[config.mk]
export PLATFORM = sky130hd
export DESIGN_NAME = uart_tx
export DESIGN_NICKNAME = d
export VERILOG_FILES = /design/src/rtl/uart_tx.sv
export SDC_FILE = /design/constraint.sdc
export NUM_CORES = 1
export LEC_CHECK = 0
export CORE_MARGIN = 2
export CORE_UTILIZATION = 33
export DETAILED_ROUTE_END_ITERATION = 7
export DONT_BUFFER_PORTS = 1
export GPL_TIMING_DRIVEN = 0
export PLACE_DENSITY = 0.51
export SETUP_SLACK_MARGIN = 0.2
export SLEW_MARGIN = 15
export SYNTH_ARGS = -nofsm -noshare
export SYNTH_HDL_FRONTEND = slang
export SYNTH_SLANG_ARGS = --single-unit
[constraint.sdc]
create_clock -name clk_50mhz -period 3.6 [get_ports clk_50mhz]
set_input_delay 0.72 -clock clk_50mhz [delete_from_list [all_inputs] [get_ports clk_50mhz]]
set_output_delay 0.72 -clock clk_50mhz [all_outputs]
set_load 0.005 [all_outputs]
[src/rtl/uart_tx.sv]
// UART transmitter: byte FIFO feeding an 8N1 serializer.
// The line and busy flops follow the FSM state one cycle later, so writes show on the line two edges after acceptance.
module uart_tx #(
    parameter int unsigned CLK_FREQ        = 50_000_000,
    parameter int unsigned BAUD_RATE       = 115200,
    parameter int unsigned TX_BUFFER_DEPTH = 32
) (
    input  logic       clk_50mhz,
    input  logic       rst_n,
    input  logic [7:0] tx_data,
    input  logic       tx_valid,
    output logic       tx_out,
    output logic       tx_busy,
    output logic       buffer_full,
    output logic       buffer_empty,
    output logic       overflow,
    output logic       eos_flag
);

    localparam int unsigned BAUD_DIV = CLK_FREQ / BAUD_RATE;
    localparam int unsigned BAUD_W   = (BAUD_DIV > 1) ? $clog2(BAUD_DIV) : 1;
    localparam int unsigned PTR_W    = $clog2(TX_BUFFER_DEPTH);
    localparam int unsigned CNT_W    = $clog2(TX_BUFFER_DEPTH + 1);

    typedef enum logic [1:0] {
        IDLE  = 2'd0,
        START = 2'd1,
        DATA  = 2'd2,
        STOP  = 2'd3
    } state_t;

    logic [7:0]        mem [TX_BUFFER_DEPTH];
    logic [PTR_W-1:0]  wr_ptr;
    logic [PTR_W-1:0]  rd_ptr;
    logic [CNT_W-1:0]  count;
    logic [CNT_W-1:0]  count_nxt;
    logic              push;
    logic              pop;

    state_t            state;
    logic [BAUD_W-1:0] baud_cnt;
    logic              baud_last;
    logic [2:0]        bit_idx;
    logic [7:0]        shift_reg;
    logic              frame_is_eos;

    // A pop happening in the same cycle never frees space for a write.
    assign push      = tx_valid && !buffer_full;
    assign pop       = (state == IDLE) && !buffer_empty;
    assign baud_last = (baud_cnt == BAUD_W'(BAUD_DIV - 1));

    always_comb begin
        count_nxt = count;
        case ({push, pop})
            2'b10:   count_nxt = count + CNT_W'(1);
            2'b01:   count_nxt = count - CNT_W'(1);
            default: count_nxt = count;
        endcase
    end

    // FIFO storage; contents are meaningless after reset since pointers clear.
    always_ff @(posedge clk_50mhz) begin
        if (push) begin
            mem[wr_ptr] <= tx_data;
        end
    end

    // FIFO pointers, occupancy and status flags.
    always_ff @(posedge clk_50mhz or negedge rst_n) begin
        if (!rst_n) begin
            wr_ptr       <= '0;
            rd_ptr       <= '0;
            count        <= '0;
            buffer_full  <= 1'b0;
            buffer_empty <= 1'b1;
            overflow     <= 1'b0;
        end else begin
            if (push) begin
                wr_ptr <= wr_ptr + PTR_W'(1);
            end
            if (pop) begin
                rd_ptr <= rd_ptr + PTR_W'(1);
            end
            count        <= count_nxt;
            buffer_full  <= (count_nxt == CNT_W'(TX_BUFFER_DEPTH));
            buffer_empty <= (count_nxt == '0);
            overflow     <= tx_valid && buffer_full;
        end
    end

    // Serializer FSM; the baud counter restarts on every state entry.
    always_ff @(posedge clk_50mhz or negedge rst_n) begin
        if (!rst_n) begin
            state        <= IDLE;
            baud_cnt     <= '0;
            bit_idx      <= '0;
            shift_reg    <= '0;
            frame_is_eos <= 1'b0;
            eos_flag     <= 1'b0;
            tx_out       <= 1'b1;
            tx_busy      <= 1'b0;
        end else begin
            eos_flag <= 1'b0;
            tx_busy  <= (state != IDLE);
            case (state)
                START:   tx_out <= 1'b0;
                DATA:    tx_out <= shift_reg[0];
                default: tx_out <= 1'b1;
            endcase

            case (state)
                IDLE: begin
                    baud_cnt <= '0;
                    bit_idx  <= '0;
                    if (pop) begin
                        shift_reg    <= mem[rd_ptr];
                        frame_is_eos <= (mem[rd_ptr] == 8'h0D) || (mem[rd_ptr] == 8'h0A);
                        state        <= START;
                    end
                end
                START: begin
                    if (baud_last) begin
                        baud_cnt <= '0;
                        state    <= DATA;
                    end else begin
                        baud_cnt <= baud_cnt + BAUD_W'(1);
                    end
                end
                DATA: begin
                    if (baud_last) begin
                        baud_cnt  <= '0;
                        shift_reg <= {1'b0, shift_reg[7:1]};
                        if (bit_idx == 3'd7) begin
                            bit_idx <= '0;
                            state   <= STOP;
                        end else begin
                            bit_idx <= bit_idx + 3'd1;
                        end
                    end else begin
                        baud_cnt <= baud_cnt + BAUD_W'(1);
                    end
                end
                STOP: begin
                    if (baud_last) begin
                        baud_cnt <= '0;
                        eos_flag <= frame_is_eos;
                        state    <= IDLE;
                    end else begin
                        baud_cnt <= baud_cnt + BAUD_W'(1);
                    end
                end
                default: state <= IDLE;
            endcase
        end
    end

endmodule

## Word level (Yosys, flattened, before mapping)

Memory sizes are Yosys's and may differ from the RTL's.
Cells that the tools add are included.

| cells by class | value |
|---|---|
| add/sub/neg operators | 6 |
| $mul | 0 |
| div/mod/pow operators | 0 |
| $lt $le $gt $ge | 0 |
| equal/unequal tests | 15 |
| shifts and indexed selects | 0 |
| mux-type cells | 20 |
| bitwise gates (word level) | 0 |
| reductions and logical operators | 15 |

Operator list:

| cell | count |
|---|---|
| 9-bit case mux with 2 select lines | 1 |
| 8-bit by 4-bit equality test with 1-bit output, second input constant | 2 |
| 8-bit two-way mux | 2 |
| 8-bit case mux with 2 select lines | 1 |
| 6-bit case mux with 2 select lines | 1 |
| 5-bit by 1-bit adder with 5-bit output, second input constant | 2 |
| 2-bit two-way mux | 5 |
| 2-bit != test, second input constant | 5 |
| 9-bit by 1-bit adder with 9-bit output, second input constant | 1 |
| 9-bit equality test, second input constant | 1 |
| 9-bit two-way mux | 1 |
| 2-bit case mux with 4 select lines | 1 |
| 6-bit by 1-bit adder with 6-bit output, second input constant | 1 |
| 2-bit equality test, second input constant | 3 |
| 6-bit equality test, second input constant | 1 |
| 6-bit zero test | 1 |
| 3-bit two-way mux | 2 |
| 3-bit case mux with 2 select lines | 1 |
| 6-bit by 1-bit subtractor with 6-bit output, second input constant | 1 |
| 5-bit AND reduction | 1 |
| 2-bit by 1-bit equality test with 1-bit output, second input constant | 2 |
| 1-bit two-way mux | 4 |
| 2-bit AND reduction | 2 |
| 2-bit nonzero test | 2 |
| other kinds (9) | 12 |

| word-level totals | value |
|---|---|
| register bits after elaboration | 45 |
| bits in latches | 0 |
| memory bits (writable) | 256 |
| bits in read-only memories | 0 |
| input bits | 11 |
| output and inout bits | 6 |
| logic and storage cells | 71 |
| memories kept | 1 |

Memories:

| memory | depth | bits a word | rd ports | clocked after memory_dff | write ports | line | text |
|---|---|---|---|---|---|---|---|
| mem | 32 | 8 | 1 | 0 | 1 | 32 | `logic [7:0] mem [TX_BUFFER_DEPTH];` |

## Longest topological paths before layout

Gate-level depths: netlist of the first run.

| depth | value |
|---|---|
| word-level depth | 5 |
| gate-level depth with buffers | 14 |
| gate-level depth less buffers | 13 |

## Least setup slack after synthesis of the first run

OpenSTA, ideal clock, no wires.

| timing | value |
|---|---|
| path type | register -> register |
| start | register state[0] |
| end | register buffer_full |
| library setup time | 80 ps |
| arrival | 2756 ps |
| data required time | 3520 ps |
| slack | 764 ps |
| stages on the path, launching flop included | 13 |
| buffers on the path | 1 |
| period minus slack after synthesis | 2836 ps |
| cells stage by stage | dfrtp_1 inv_1 ha_1 nand2b_2 buf_6 clkinv_8 ha_1 or3_2 a21oi_1 o31ai_2 xnor2_1 or4_4 nor3b_2 |

| on the way | value |
|---|---|
| longest elaborated chain between the ends | 5 |
| elaborated cells on any way between the ends | 6 |
| those cells by class | 3 x eq/ne; 1 x mux; 2 x reduce/logical |

Ends and longest elaborated chain:

| element | line | text |
|---|---|---|
| start: declaration | 40 | `state_t state;` |
| start signal: assignment | 94 | `state <= IDLE;` |
| start signal: assignment | 118 | `state <= START;` |
| start signal: assignment | 124 | `state <= DATA;` |
| 2-bit zero test * | 49 | `assign pop = (state == IDLE) && !buffer_empty;` |
| 1-bit logical AND * | 49 |  |
| 2-bit by 1-bit equality test with 1-bit output or 2-bit equality test (tied branches) | 54 | `case ({push, pop})` |
| 6-bit case mux with 2 select lines * | 54 |  |
| via count_nxt[3] | 36 | `logic [CNT_W-1:0] count_nxt;` |
| 6-bit equality test * | 85 | `buffer_full <= (count_nxt == CNT_W'(TX_BUFFER_DEPTH));` |
| end signal: assignment | 85 |  |
| end: declaration | 14 | `output logic buffer_full,` |

Mark *: on every way through the listed nets, which the timed path passes. The rest lies on a longest branch.
A chain may end at the register's enable or synchronous reset.

## Worst setup path in the final report of the first run

| timing | value |
|---|---|
| start | register rd_ptr[3] |
| end | register frame_is_eos |

| on the way | value |
|---|---|
| longest elaborated chain between the ends | 3 |
| elaborated cells on any way between the ends | 4 |
| those cells by class | 2 x eq/ne; 1 x reduce/logical; 1 x memory |

Ends and longest elaborated chain:

| element | line | text |
|---|---|---|
| start: declaration | 34 | `logic [PTR_W-1:0] rd_ptr;` |
| start signal: assignment | 82 | `rd_ptr <= rd_ptr + PTR_W'(1);` |
| memory 32 x 8 bit * | -- |  |
| 8-bit by 4-bit equality test with 1-bit output | 117 | `frame_is_eos <= (mem[rd_ptr] == 8'h0D) \|\| (mem[rd_ptr] == 8'h0A);` |
| 1-bit logical OR * | 117 |  |
| end signal: assignment | 117 |  |
| end: declaration | 45 | `logic frame_is_eos;` |

Mark *: on every way between the ends. The rest lies on a longest branch, timed or not.

==> results of run 1 <==
[path summary, 6_finish.rpt]
| check | end | start | slack (ps) | depth (start not counted) |
|---|---|---|---|---|
| setup / recovery | frame_is_eos | rd_ptr[3] | 380 | 8 |
| hold / removal | mem[15][1] | tx_data[1] | 230 | 0 |
| setup reg to reg | frame_is_eos | rd_ptr[3] | 380 | 8 |
| hold reg to reg | shift_reg[4] | shift_reg[4] | 490 | 2 |
| max in group asynchronous | buffer_empty | rst_n | 2610 | 2 |
| min in group asynchronous | wr_ptr[2] | rst_n | 710 | 2 |
[critical path, cell delays in order, from the launching register on]
cell and delay, ps:
dfrtp_1 360, clkbuf_1 490, clkbuf_1 600, mux4_2 420, mux2i_1 320, o22ai_1 120, a21oi_1 350, nand3_1 140
o41ai_2 300
[power groups by stage]
stage | Clock, mW | Sequential [mW] | Combinational, mW
after CTS | 3.37 | 4.16 | 0.644
after global placement | 0 | 4.23 | 0.622
after detailed placement | 0 | 4.23 | 0.626
final | 3.30 | 4.16 | 0.639
after floorplan | 0 | 4.19 | 0.454
after global routing | 3.50 | 4.18 | 0.704
[metrics by stage]
step	cell area (sq um)	power (mW)	setup slack, ps	hold WS (ps)
2_1_floorplan	12350	4.643	764.2	424.4
3_3_place_gp	12940	4.851	398.8	425.4
3_5_place_dp	12940	4.852	408.9	425.5
4_1_cts	14010	8.173	405.2	197.9
5_1_grt	14010	8.378	223.6	200.1
6_report	14010	8.097	376.2	229.4
[cells by family (layout without fill, tap and decap cells)]
| kind of cell | after synthesis | after routing | share of synthesized area |
|---|---|---|---|
| buffers and inverters | 48 | 105 | 0.02157 |
| muxes | 96 | 96 | 0.1299 |
| xor gates and xnor gates | 20 | 20 | 0.01418 |
| and+or+nand+nor | 149 | 149 | 0.05743 |
| adders and majority gates | 16 | 16 | 0.01621 |
| AOI/OAI and AO/OA | 84 | 84 | 0.04700 |
| DFF | 301 | 301 | 0.7137 |
[per-layer routing]
metal / up-vias / wire length (um) / share of wire
met4: 0 / 522 / 0.017
met1: 3360 / 13930 / 0.47
li1: 2843 / - / -
met5: - / 0 / 0
met2: 213 / 13690 / 0.46
met3: 34 / 1734 / 0.058
[repair_timing]
action	CTS	global route
hold buffers	2	0
endpoints found under the hold margin	45	0
endpoints found under the setup margin	0	0
[Yosys cell counts (all sizes together) (3+ instances only)]
cell type	count	area share
clkbuf	12	0.0036
nor3	4	0.0016
mux2i	40	0.032
clkinv	3	0.0019
o221ai	11	0.0078
o21ai	19	0.0077
a21oi	23	0.0096
edfxtp	256	0.62
mux4	51	0.093
inv	12	0.0036
and2	3	0.0015
nor2b	6	0.0032
nand3	8	0.0032
a22oi	8	0.0049
nor2	60	0.018
xor2	4	0.0028
mux2	5	0.0046
xnor2	16	0.011
nand3b	3	0.0018
dfrtp	43	0.087
a22o	4	0.0028
or3	4	0.0021
or3b	3	0.0021
nand2	45	0.014
buf	21	0.012
ha	16	0.016
[cell type report]
cell class                      instances  area, sq um  area share
Buffer                                 33        197.7     0.01411
Inverter                               15        68.82    0.004912
Tap cell                              468        585.6     0.04179
Sequential cell                       301         8816      0.6292
Clock buffer                           34        797.0     0.05689
Multi-Input combinational cell        365         3271      0.2334
Timing Repair Buffer                    2        37.54    0.002679
Clock inverter                         21        237.7     0.01697
==> flow_metrics.py, run 1 <==
metrics = {
    "global_routing": {
        "grt_use_met2": 0.2409,
        "grtUsageMet1": 0.2300,
        "grt_use_total": 0.1565,
        "grt_max_degree": 46,
        "use_met3": 0.02903,
        "gr-total-overflow": 0,
        "grt_pass1_vias": 6526,
        "grt_pass1_wl_mm": 44.13,
        "grt_busiest_layer": "met2",
        "antenna_found_initial": 0,
    },
    "layout": {
        "finalNetCount": 776,
        "final_util": 0.3818,
        "area_delta_synth_final_pct": 13.42,
        "drive_gt1_frac": 0.1894,
        "final_common_cell": "edfxtp_1",
        "largest_register_ffs": 256,
        "n_antenna_cell": 0,
        "final_cell_mix": "256 x edfxtp_1, 60 x nor2_1, 51 x mux4_2, 44 x nand2_1, 43 x dfrtp_1",
        "final_cells": 1239,
        "fillerInstances": 3377,
    },
    "sta": {
        "timing.final.crit_share": 0.8955,
        "rsz0062_at_grt": "false",
        "fin_crit_ps": 3224,
        "slew_viol_final": 0,
        "setup_viol": 0,
        "slew_headroom": 0.3582,
        "clock.fmax_mhz": 310.2,
        "setup_tns_ps": 0,
        "finClkSkew_ps": 20.11,
        "final-hold-violation-count": 0,
        "worstMarginPinSlew_ps": 959.1,
    },
    "floorplan": {
        "core.rowCount": 70,
        "coreArea_sq_um": 36700,
        "die_area_sq_um": 39000,
        "pin_count": 17,
        "die_y_um": 197.5,
        "initial_core_util": 0.3366,
        "die_w_um": 197.5,
    },
    "synth": {
        "synth_ff_type": "edfxtp_1",
        "syn_area_sq_um": 12350,
        "syn_avg_cell_area_sq_um": 17.30,
        "async_flop_share": 0.1495,
        "ys_ff_latch": 301,
        "synth_cells": 714,
        "synth_edf_count": 256,
        "synth_nets": 741,
        "synth_cell_types": 64,
        "yosysSeqAreaShare": 0.7137,
        "yosys_warnings": 0,
    },
    "power_and_ir_drop": {
        "internal-power_mw": 6.208,
        "share_comb_of_total_power": 0.079,
        "seqPwrFrac": 0.513,
        "power_switching_share": 0.2333,
        "p_clk_frac": 0.408,
        "p_switching_mw": 1.889,
        "p_per_area_nw_per_um2": 577.9,
        "peakVddDrop_uv": 375.3,
        "leakage_nw": 4.617,
    },
    "setup_path": {
        "critPathRequiredTime_ps": 4070,
        "cp.arrival_ps": 3690,
        "critPathCaptureType": "flip-flop",
        "critPathLaunchType": "flip-flop",
        "crit_type": "flip-flop to flip-flop",
        "crit_fanout": 10,
    },
    "flow_run": {
        "cap_violations": 0,
    },
    "cts": {
        "cts_max_level": 1,
        "clock_path_buffers": 3,
        "clock_latency_ps": 590,
        "cts_buffers": 31,
        "cts_setup_buffers": 0,
        "cts_resized": 0,
        "cts_root_buf": "clkbuf_16",
        "clk_pin_slew_ps": 70,
        "cts_sinks": 301,
        "cts_tree": "done",
    },
    "route": {
        "dr.pass1.iters": 5,
        "vias": 6450,
        "wl_mm": 29.88,
        "drc": 0,
        "viasPerCell": 5.206,
        "drt-initial-drc-count": 635,
        "wl_per_cell_um": 24.12,
        "ant_nets": 0,
    },
    "placed_design": {
        "portBuffers": 0,
        "dp.cells": 1182,
        "gp_congestion": 0.8223,
        "hpwl_mm": 18.79,
    },
    "min_path": {
        "hold_path_class": "input port to flip-flop",
    },
    "status": {
        "status": "completed",
    },
}
Power figures use the tool's default switching activity.
==> inputs of run 2 (changes only) <==
ABC_CLOCK_PERIOD_IN_PS = 3600   (was default)
CORE_UTILIZATION = 60   (was 33)
PLACE_DENSITY = 0.8   (was 0.51)
==> run 2 against run 1 <==
Against the previous run: clock-buffer cell count increased by 4; first-iteration DRC count up 22%; core utilization rose by 30 points; via count up 4.2%; clock power down 5%; sequential share of layout area increased by 1.2 points; critical path depth up 4; combinational power rose by 5.0%; die area decreased by 44%; largest cell class unchanged.
==> flow_metrics.py, run 2 (synthesized netlist as in run 1, its figures left out) <==
metrics = {
    "floorplan": {
        "coreArea_sq_um": 20230,
        "initial_core_util": 0.6105,
        "die_w_um": 147.5,
        "pin_count": 17,
        "core.rowCount": 52,
        "die_area_sq_um": 21750,
        "die_y_um": 147.5,
    },
    "route": {
        "viasPerCell": 6.453,
        "drc": 0,
        "vias": 6718,
        "wl_mm": 28.00,
        "drt-initial-drc-count": 777,
        "dr.pass1.iters": 8,
        "wl_per_cell_um": 26.90,
        "ant_nets": 0,
    },
    "global_routing": {
        "grt_pass1_vias": 6924,
        "grt_pass1_wl_mm": 42.73,
        "antenna_found_initial": 0,
        "grt_use_total": 0.2691,
        "grt_max_degree": 44,
        "gr-total-overflow": 0,
    },
    "sta": {
        "setup_tns_ps": 0,
        "rsz0062_at_grt": "false",
        "worst_hold_slack_ps": 20.06,
        "clock.fmax_mhz": 313.2,
        "finClkSkew_ps": 19.22,
        "timing.final.crit_share": 0.8869,
        "setup_viol": 0,
        "slew_headroom": 0.3738,
        "slew_viol_final": 0,
        "final-hold-violation-count": 0,
        "fin_crit_ps": 3193,
        "worstMarginPinSlew_ps": 935.8,
    },
    "power_and_ir_drop": {
        "internal-power_mw": 6.139,
        "share_comb_of_total_power": 0.084,
        "p_clk_frac": 0.394,
        "p_per_area_nw_per_um2": 580.8,
        "power_switching_share": 0.2309,
        "p_switching_mw": 1.843,
        "peakVddDrop_uv": 479.7,
        "seqPwrFrac": 0.522,
        "leakage_nw": 4.587,
    },
    "layout": {
        "final_util": 0.6792,
        "finalNetCount": 776,
        "fillerInstances": 1258,
        "final_common_cell": "edfxtp_1",
        "final_cells": 1041,
        "n_antenna_cell": 0,
        "largest_register_ffs": 256,
        "area_delta_synth_final_pct": 11.25,
        "final_cell_mix": "256 x edfxtp_1, 60 x nor2_1, 51 x mux4_2, 44 x nand2_1, 43 x dfrtp_1",
        "drive_gt1_frac": 0.1868,
    },
    "setup_path": {
        "crit_fanout": 8,
        "critPathCaptureType": "flip-flop",
        "critPathLaunchType": "flip-flop",
        "crit_type": "flip-flop to flip-flop",
        "cp.arrival_ps": 3660,
        "critPathRequiredTime_ps": 4070,
    },
    "placed_design": {
        "dp.cells": 984,
        "hpwl_mm": 17.76,
        "gp_congestion": 0.9363,
        "portBuffers": 0,
    },
    "cts": {
        "cts_tree": "done",
        "cts_root_buf": "clkbuf_16",
        "clk_pin_slew_ps": 70,
        "cts_resized": 0,
        "cts_max_level": 1,
        "clock_latency_ps": 560,
        "cts_sinks": 301,
        "cts_setup_buffers": 0,
        "clock_path_buffers": 3,
        "cts_buffers": 30,
    },
    "flow_run": {
        "cap_violations": 0,
    },
    "min_path": {
        "hold_path_class": "input port to async pin",
    },
    "status": {
        "status": "completed",
    },
}
[run 2: cell count changes in the layout (fill, tap and decap cells not counted)]
cell           previous run  this run
bufinv_16                 5         4
clkbuf_1                 14        17
clkbuf_16                31        30
clkbuf_8                  1         3
clkinv_1                  8         6
clkinv_2                  9         4
clkinv_8                  1         2
clkinvlp_4                0         3
dlygate4sd3_1             1         2
inv_16                    1         0
[run 2: final timing paths]
kind	startpoint	endpoint	slack (ps)	depth (start not counted)
min reg2reg	shift_reg[3]	shift_reg[3]	490	2
min	rst_n	count[4]	20	1
max	state[0]	buffer_full	410	12
min in group clk_50mhz	tx_data[6]	mem[7][6]	260	0
max reg2reg	state[0]	buffer_full	410	12
max in group asynchronous	rst_n	tx_out	3000	1
[run 2: per-stage QoR]
| step | setup slack, ps | area [sq um] | power (mW) |
|---|---|---|---|
| 6_report | 407.2 | 13740 | 7.982 |
| 5_1_grt | 224.7 | 13740 | 8.219 |
| 4_1_cts | 409.8 | 13730 | 7.991 |
| 3_5_place_dp | 435.8 | 12690 | 4.873 |
| 3_3_place_gp | 568.5 | 12690 | 4.818 |
| 2_1_floorplan | 764.2 | 12350 | 4.643 |
[run 2: metal layers]
layer	up-vias	wire length [um]	GRT usage
met3	71	2353	0.04907
li1	2861	-	-
met2	363	13950	0.4554
met5	-	0	0
met1	3423	10790	0.3626
met4	0	914	0.08365
[run 2: final cells by class]
type                            instances  area, sq um  share of cell area
Buffer                                 33        197.7             0.01438
Clock buffer                           38        810.8             0.05899
Clock inverter                         16        193.9             0.01411
Inverter                               15        68.82            0.005007
Multi-Input combinational cell        365         3271              0.2380
Sequential cell                       301         8816              0.6415
Tap cell                              270        337.8             0.02458
Timing Repair Buffer                    3        47.55            0.003460
[run 2: power groups by stage]
stage          clock (mW)  combinational (mW)  sequential, mW
3_3_place_gp            0               0.601            4.22
2_1_floorplan           0               0.454            4.19
3_5_place_dp            0               0.639            4.23
6_report             3.14               0.671            4.17
5_1_grt              3.31               0.726            4.18
4_1_cts              3.16               0.660            4.17
[run 2: what timing repair did]
item / in CTS / in global routing
hold endpoints to repair: 43 / 1
hold buffers: 2 / 1
endpoints found under the setup margin: 0 / 0
[run 2: worst max-delay path: stages (launching register included)]
cell and delay, ps:
dfrtp_1 380, inv_1 110, ha_1 300, nand2b_2 110
buf_6 170, clkinv_8 90, ha_1 270, or3_2 530
a21oi_1 180, o31ai_2 90, xnor2_1 150, or4_4 570
nor3b_2 160
